$ cat config.mk
export PLATFORM = sky130hd
export DESIGN_NAME = cv32e40p_obi_sram_slave
export DESIGN_NICKNAME = d
export VERILOG_FILES = /design/src/rtl/cv32e40p_obi_pkg.sv /design/src/rtl/cv32e40p_obi_resp_pipe.sv /design/src/rtl/cv32e40p_obi_sram_slave.sv
export SDC_FILE = /design/constraint.sdc
export NUM_CORES = 1
export LEC_CHECK = 0
export ABC_CLOCK_PERIOD_IN_PS = 2430
export BUFFER_PORTS_ARGS = -buffer_cell sky130_fd_sc_hd__buf_2
export CORE_AREA = 2 2 75 77
export DETAILED_ROUTE_END_ITERATION = 6
export DIE_AREA = 0 0 77 79
export PLACE_DENSITY_LB_ADDON = 0.3
export SYNTH_ARGS = -nofsm -noshare
export SYNTH_HDL_FRONTEND = slang
export SYNTH_SLANG_ARGS = --single-unit
$ cat constraint.sdc
create_clock -name clk_i -period 2.43 [get_ports clk_i]
set_clock_uncertainty 0.2 [all_clocks]
set_input_delay 0.729 -clock clk_i [delete_from_list [all_inputs] [get_ports clk_i]]
set_output_delay 0.729 -clock clk_i [all_outputs]
set_load 0.02 [all_outputs]
$ cat src/rtl/cv32e40p_obi_pkg.sv
// Shared types and helpers for the OBI data-side SRAM slave and its response pipeline.
package cv32e40p_obi_pkg;

  typedef struct packed {
    logic we;
    logic err;
  } obi_resp_tok_t;

  localparam int OBI_MAX_RESP_DELAY = 3;
  localparam int OBI_DATA_W         = 32;

  // Only in-range reads carry SRAM data back; writes and errors answer with zero.
  function automatic logic [OBI_DATA_W-1:0] obi_resp_data(input obi_resp_tok_t  tok,
                                                          input logic [OBI_DATA_W-1:0] rdata);
    return (tok.we | tok.err) ? '0 : rdata;
  endfunction

endpackage

$ cat src/rtl/cv32e40p_obi_resp_pipe.sv
// Response pipeline: valid/token shift register of depth RESP_DELAY+1; read data joins
// at stage 0 (the SRAM's one-cycle read) and is registered through the remaining stages.
module cv32e40p_obi_resp_pipe
  import cv32e40p_obi_pkg::*;
#(
  parameter int RESP_DELAY = 0
) (
  input  logic        clk_i,
  input  logic        rst_i,
  input  logic        i_push,
  input  logic        i_we,
  input  logic        i_err,
  input  logic [31:0] i_mem_rdata,
  output logic        o_vld,
  output logic        o_err,
  output logic [31:0] o_rdata
);

  localparam int DEPTH = RESP_DELAY + 1;

  logic [DEPTH-1:0] r_vld_p;
  obi_resp_tok_t    r_tok_p [DEPTH];
  logic [31:0]      w_data_p0;
  logic [31:0]      w_data_last;
  obi_resp_tok_t    w_tok_last;

  // Stage 0 .. DEPTH-1: control valids, the only state cleared by reset
  always_ff @(posedge clk_i) begin
    if (rst_i) begin
      r_vld_p <= '0;
    end else begin
      r_vld_p[0] <= i_push;
      for (int i = 1; i < DEPTH; i++) begin
        r_vld_p[i] <= r_vld_p[i-1];
      end
    end
  end

  always_ff @(posedge clk_i) begin
    r_tok_p[0].we  <= i_we;
    r_tok_p[0].err <= i_err;
    for (int i = 1; i < DEPTH; i++) begin
      r_tok_p[i] <= r_tok_p[i-1];
    end
  end

  assign w_data_p0 = obi_resp_data(r_tok_p[0], i_mem_rdata);

  if (RESP_DELAY == 0) begin : g_data_comb
    assign w_data_last = w_data_p0;
  end else begin : g_data_reg
    // r_data_p[k] holds the read data of stage k+1
    logic [31:0] r_data_p [RESP_DELAY];
    always_ff @(posedge clk_i) begin
      r_data_p[0] <= w_data_p0;
      for (int k = 1; k < RESP_DELAY; k++) begin
        r_data_p[k] <= r_data_p[k-1];
      end
    end
    assign w_data_last = r_data_p[RESP_DELAY-1];
  end

  // Output stage: data and error are qualified so idle/reset cycles show zero
  assign w_tok_last = r_tok_p[DEPTH-1];
  assign o_vld      = r_vld_p[DEPTH-1];
  assign o_err      = r_vld_p[DEPTH-1] & w_tok_last.err;
  assign o_rdata    = r_vld_p[DEPTH-1] ? w_data_last : '0;

endmodule

$ cat src/rtl/cv32e40p_obi_sram_slave.sv
// OBI data-side slave terminating core requests onto a single-port 1-cycle-read SRAM,
// with range decode, bounded outstanding transfers, stall injection and delayed responses.
module cv32e40p_obi_sram_slave
  import cv32e40p_obi_pkg::*;
#(
  parameter int          ADDR_WIDTH      = 14,
  parameter logic [31:0] BASE_ADDR       = 32'h0010_0000,
  parameter int          RESP_DELAY      = 0,
  // Default gives full back-to-back throughput for the chosen delay
  parameter int          MAX_OUTSTANDING = RESP_DELAY + 1
) (
  input  logic                  clk_i,
  input  logic                  rst_i,
  input  logic                  stall_i,
  input  logic                  req_i,
  output logic                  gnt_o,
  input  logic                  we_i,
  input  logic [3:0]            be_i,
  input  logic [31:0]           addr_i,
  input  logic [31:0]           wdata_i,
  output logic                  rvalid_o,
  output logic [31:0]           rdata_o,
  output logic                  err_o,
  output logic                  mem_req_o,
  output logic                  mem_we_o,
  output logic [3:0]            mem_be_o,
  output logic [ADDR_WIDTH-1:0] mem_addr_o,
  output logic [31:0]           mem_wdata_o,
  input  logic [31:0]           mem_rdata_i
);

  if (ADDR_WIDTH < 1 || ADDR_WIDTH > 29) begin : g_bad_addr_width
    $error("ADDR_WIDTH must be within 1..29");
  end
  if (RESP_DELAY < 0 || RESP_DELAY > OBI_MAX_RESP_DELAY) begin : g_bad_resp_delay
    $error("RESP_DELAY must be within 0..3");
  end
  if (MAX_OUTSTANDING < 1 || MAX_OUTSTANDING > RESP_DELAY + 1) begin : g_bad_max_out
    $error("MAX_OUTSTANDING must be within 1..RESP_DELAY+1");
  end
  if (BASE_ADDR[ADDR_WIDTH+1:0] != '0) begin : g_bad_base
    $error("BASE_ADDR must be aligned to the SRAM size");
  end

  localparam int                CNT_W   = $clog2(MAX_OUTSTANDING + 1);
  localparam logic [CNT_W-1:0]  MAX_CNT = CNT_W'(MAX_OUTSTANDING);

  logic             w_in_range;
  logic             w_room;
  logic             w_accept;
  logic             w_rvalid;
  logic             w_unused_addr_lsb;
  logic [CNT_W-1:0] r_outstanding;

  // Byte offset within the word never reaches the SRAM
  assign w_unused_addr_lsb = ^addr_i[1:0];

  assign w_in_range = (addr_i[31:ADDR_WIDTH+2] == BASE_ADDR[31:ADDR_WIDTH+2]);

  // A response popping this cycle frees a slot, so the limit never costs a bubble
  assign w_room   = (r_outstanding < MAX_CNT) | w_rvalid;
  assign gnt_o    = req_i & ~stall_i & ~rst_i & w_room;
  assign w_accept = req_i & gnt_o;

  assign mem_req_o   = w_accept & w_in_range;
  assign mem_we_o    = we_i;
  assign mem_be_o    = be_i;
  assign mem_addr_o  = addr_i[ADDR_WIDTH+1:2];
  assign mem_wdata_o = wdata_i;

  always_ff @(posedge clk_i) begin
    if (rst_i) begin
      r_outstanding <= '0;
    end else begin
      case ({w_accept, w_rvalid})
        2'b10:   r_outstanding <= r_outstanding + 1'b1;
        2'b01:   r_outstanding <= r_outstanding - 1'b1;
        default: r_outstanding <= r_outstanding;
      endcase
    end
  end

  cv32e40p_obi_resp_pipe #(
    .RESP_DELAY (RESP_DELAY)
  ) u_resp_pipe (
    .clk_i       (clk_i),
    .rst_i       (rst_i),
    .i_push      (w_accept),
    .i_we        (we_i),
    .i_err       (~w_in_range),
    .i_mem_rdata (mem_rdata_i),
    .o_vld       (w_rvalid),
    .o_err       (err_o),
    .o_rdata     (rdata_o)
  );

  assign rvalid_o = w_rvalid;

endmodule

==> flow_metrics.tcl <==
set metrics [dict create \
    status "complete, but fails checks" \
    violations "setup timing" \
    grt_pass1_vias 618 \
    wl_per_cell_um 8.76 \
    synth.most_common_cell "buf_4" \
    power.switching_w 0.0000593 \
    p_clk_frac 0.486 \
    leakagePower_nw 0.666 \
    max_stage_delay_ps 260 \
    worst_path_max_delay_cell "nor4b_4" \
    fmax_mhz 403 \
    cts_tree "yes" \
    die_w_um 77 \
    rsz0062_at_grt "true" \
    timing.rr.start "u_resp_pipe.o_vld" \
    cts_made_buffers 3 \
    combPwrFrac 0.256 \
    overflow 0 \
    worst_pin_slew_ps 219 \
    wl_um 1910 \
    report.final.slew_viol_count 0 \
    ys_seq_elements 4 \
    synth-edff-count 0 \
    cts.clk_slew.worst_paths_ps 30 \
    seqPwrFrac 0.258 \
    hpwl_um 1590 \
    io_buffer_count 89 \
    hold_buffers 0 \
    critPathLaunchType "input pin" \
    finalCritPeriodShare 1.02 \
    period_needed_ps 2480 \
    worstSkewPairLatency_ps 210 \
    netlist_top_cells_count "buf_4 (51), and2_2 (22), and2_1 (11)" \
    path_max_fanout 2 \
    grt_pass1_wl_um 2620 \
    dr_total_vias 732 \
    drive_above_1_share 0.829 \
    final_area_um2 1110 \
    layout.cells.non_filler 218 \
    vias_per_cell 3.36 \
    path_cells "buf_6, nor4b_4, nand4_1, nor2_1, buf_4" \
    io_pins 192 \
    dr.pass1.iters 4 \
    synth.distinct_cells 15 \
    fin_util 0.207 \
    drv_cap 0 \
    synth_area_leaders "buf_4 (47%), and2_2 (20%), dfxtp_1 (9.8%), and2_1 (8.4%), nor3b_4 (2.3%)" \
    drcViolationCount 0 \
    grtUsageTotal 0.0545 \
    placedCellCount 215 \
    drt_iter0_drc 6 \
    synthFlopType "dfxtp_1" \
    place_ws_ps -204 \
    crit_path_start "addr_i[21]" \
    min_path_cells 2 \
    cts.sinks 4 \
    critPathKind "input pin to primary output" \
    min_path_type "flop to flop" \
    gp_congestion 0.678 \
    clockBufferDepth 2 \
    syn-cell-area_um2 816 \
    die_area_um2 6080 \
    ir_worst_vdd_mv 0.119 \
    syn_inst 106 \
    swShare 0.210 \
    nets 254 \
    yosysTopAreaCellShare 0.469 \
    syn_to_final_growth_pct 35.7 \
    hold_start "r_outstanding" \
    antenna_found_initial 0 \
    htreeDepth 1 \
    syn_nets 212 \
    async_flop_share 0 \
    start_util 0.153 \
    yosys_warnings 0 \
    reg2regPathDepth 6 \
    cp-end-kind "primary output" \
    worstPathArrival_ps 1550 \
    power.density_nw_per_um2 255 \
    detail-route-antenna-nets 0 \
    yosysSeqAreaShare 0.0982 \
    synth_top_area_cell "buf_4" \
    root_buffer "clkbuf_8" \
    core-area_um2 5340 \
    syn_area_per_cell_um2 7.70 \
    hold_violations 0 \
    fin_ws_ps -51.7 \
    rows 27 \
    required_ps 1500 \
    diodes 0 \
    grt_max_degree 33 \
    place_area_um2 968 \
    p_int_w 0.000223 \
    setup-violations-final 1 \
    slew_headroom 0.854 \
    die_y_um 79 \
]
layer usage:
metal	wire length, um	track usage
met1	590	0.0406
met2	863	0.0912
met3	395	0.0386
met4	61	0.0518
met5	0	0
path summary, 6_finish.rpt:
| path | end | slack (ps) |
|---|---|---|
| min reg2reg | r_outstanding | 310 |
| min | r_outstanding | 310 |
| max reg2reg | r_outstanding | 890 |
| max | mem_req_o | -50 |
state kept, by name, indices dropped and copies added (netlist names):
signal and flops:
u_resp_pipe.o_vld 1, u_resp_pipe.r_tok_p 2, r_outstanding 1
placed cells by master (no fill, tap or decap), drive strengths merged:
cell	Yosys	layout
xor2	1	1
clkbuf	3	3
and2	33	33
nand2b	1	1
buf	51	91
ha	1	1
nor3b	1	1
inv	2	2
nor4b	1	1
nor4	3	3
nand4	1	1
nor2	3	3
dfxtp	4	4
nand3	1	1
repair_timing:
| item | 4_1_cts | 5_1_grt |
|---|---|---|
| setup endpoints to repair | 1 | 1 |
| pin swaps | 6 | 4 |
| resized for setup | 13 | 2 |
| setup buffers | 0 | 0 |
critical path, delay by kind of cell:
kind | cells | cell delay, ps
simple gates | 3 | 580
buf+inv | 2 | 240
kinds of logic (layout without fill, tap and decap cells):
logic type | count (synthesis) | after routing | synth area share
xor+xnor | 1 | 1 | 0.0107
buf+inv | 56 | 96 | 0.497
fa+ha+maj | 1 | 1 | 0.0153
simple gates | 44 | 44 | 0.379
flops | 4 | 4 | 0.0982
metrics by stage:
stage	TNS (ps)	hold WS, ps	total power, W
floorplan	0	280	0.000209
global placement	-192	310	0.000131
detailed placement	-204	309	0.000131
CTS	-87.6	316	0.000286
global route	-100	402	0.000301
finish	-51.7	309	0.000282
area by class of cell:
class / count / area [um^2]
clock buffer: 3 / 41.3
fill: 599 / 4230
inverter: 2 / 7.51
multi-input combinational: 46 / 382
sequential: 4 / 80.1
tap: 72 / 90.1
timing repair buffer: 91 / 507
power groups by stage:
stage,logic [W],clock network (W),registers [W]
floorplan,0.000134,0,0.0000744
global placement,0.0000573,0,0.0000737
detailed placement,0.0000577,0,0.0000737
CTS,0.0000705,0.000143,0.0000728
global route,0.0000793,0.000148,0.0000734
finish,0.0000721,0.000137,0.0000727
Note: power is estimated with default switching activity, not from simulation.
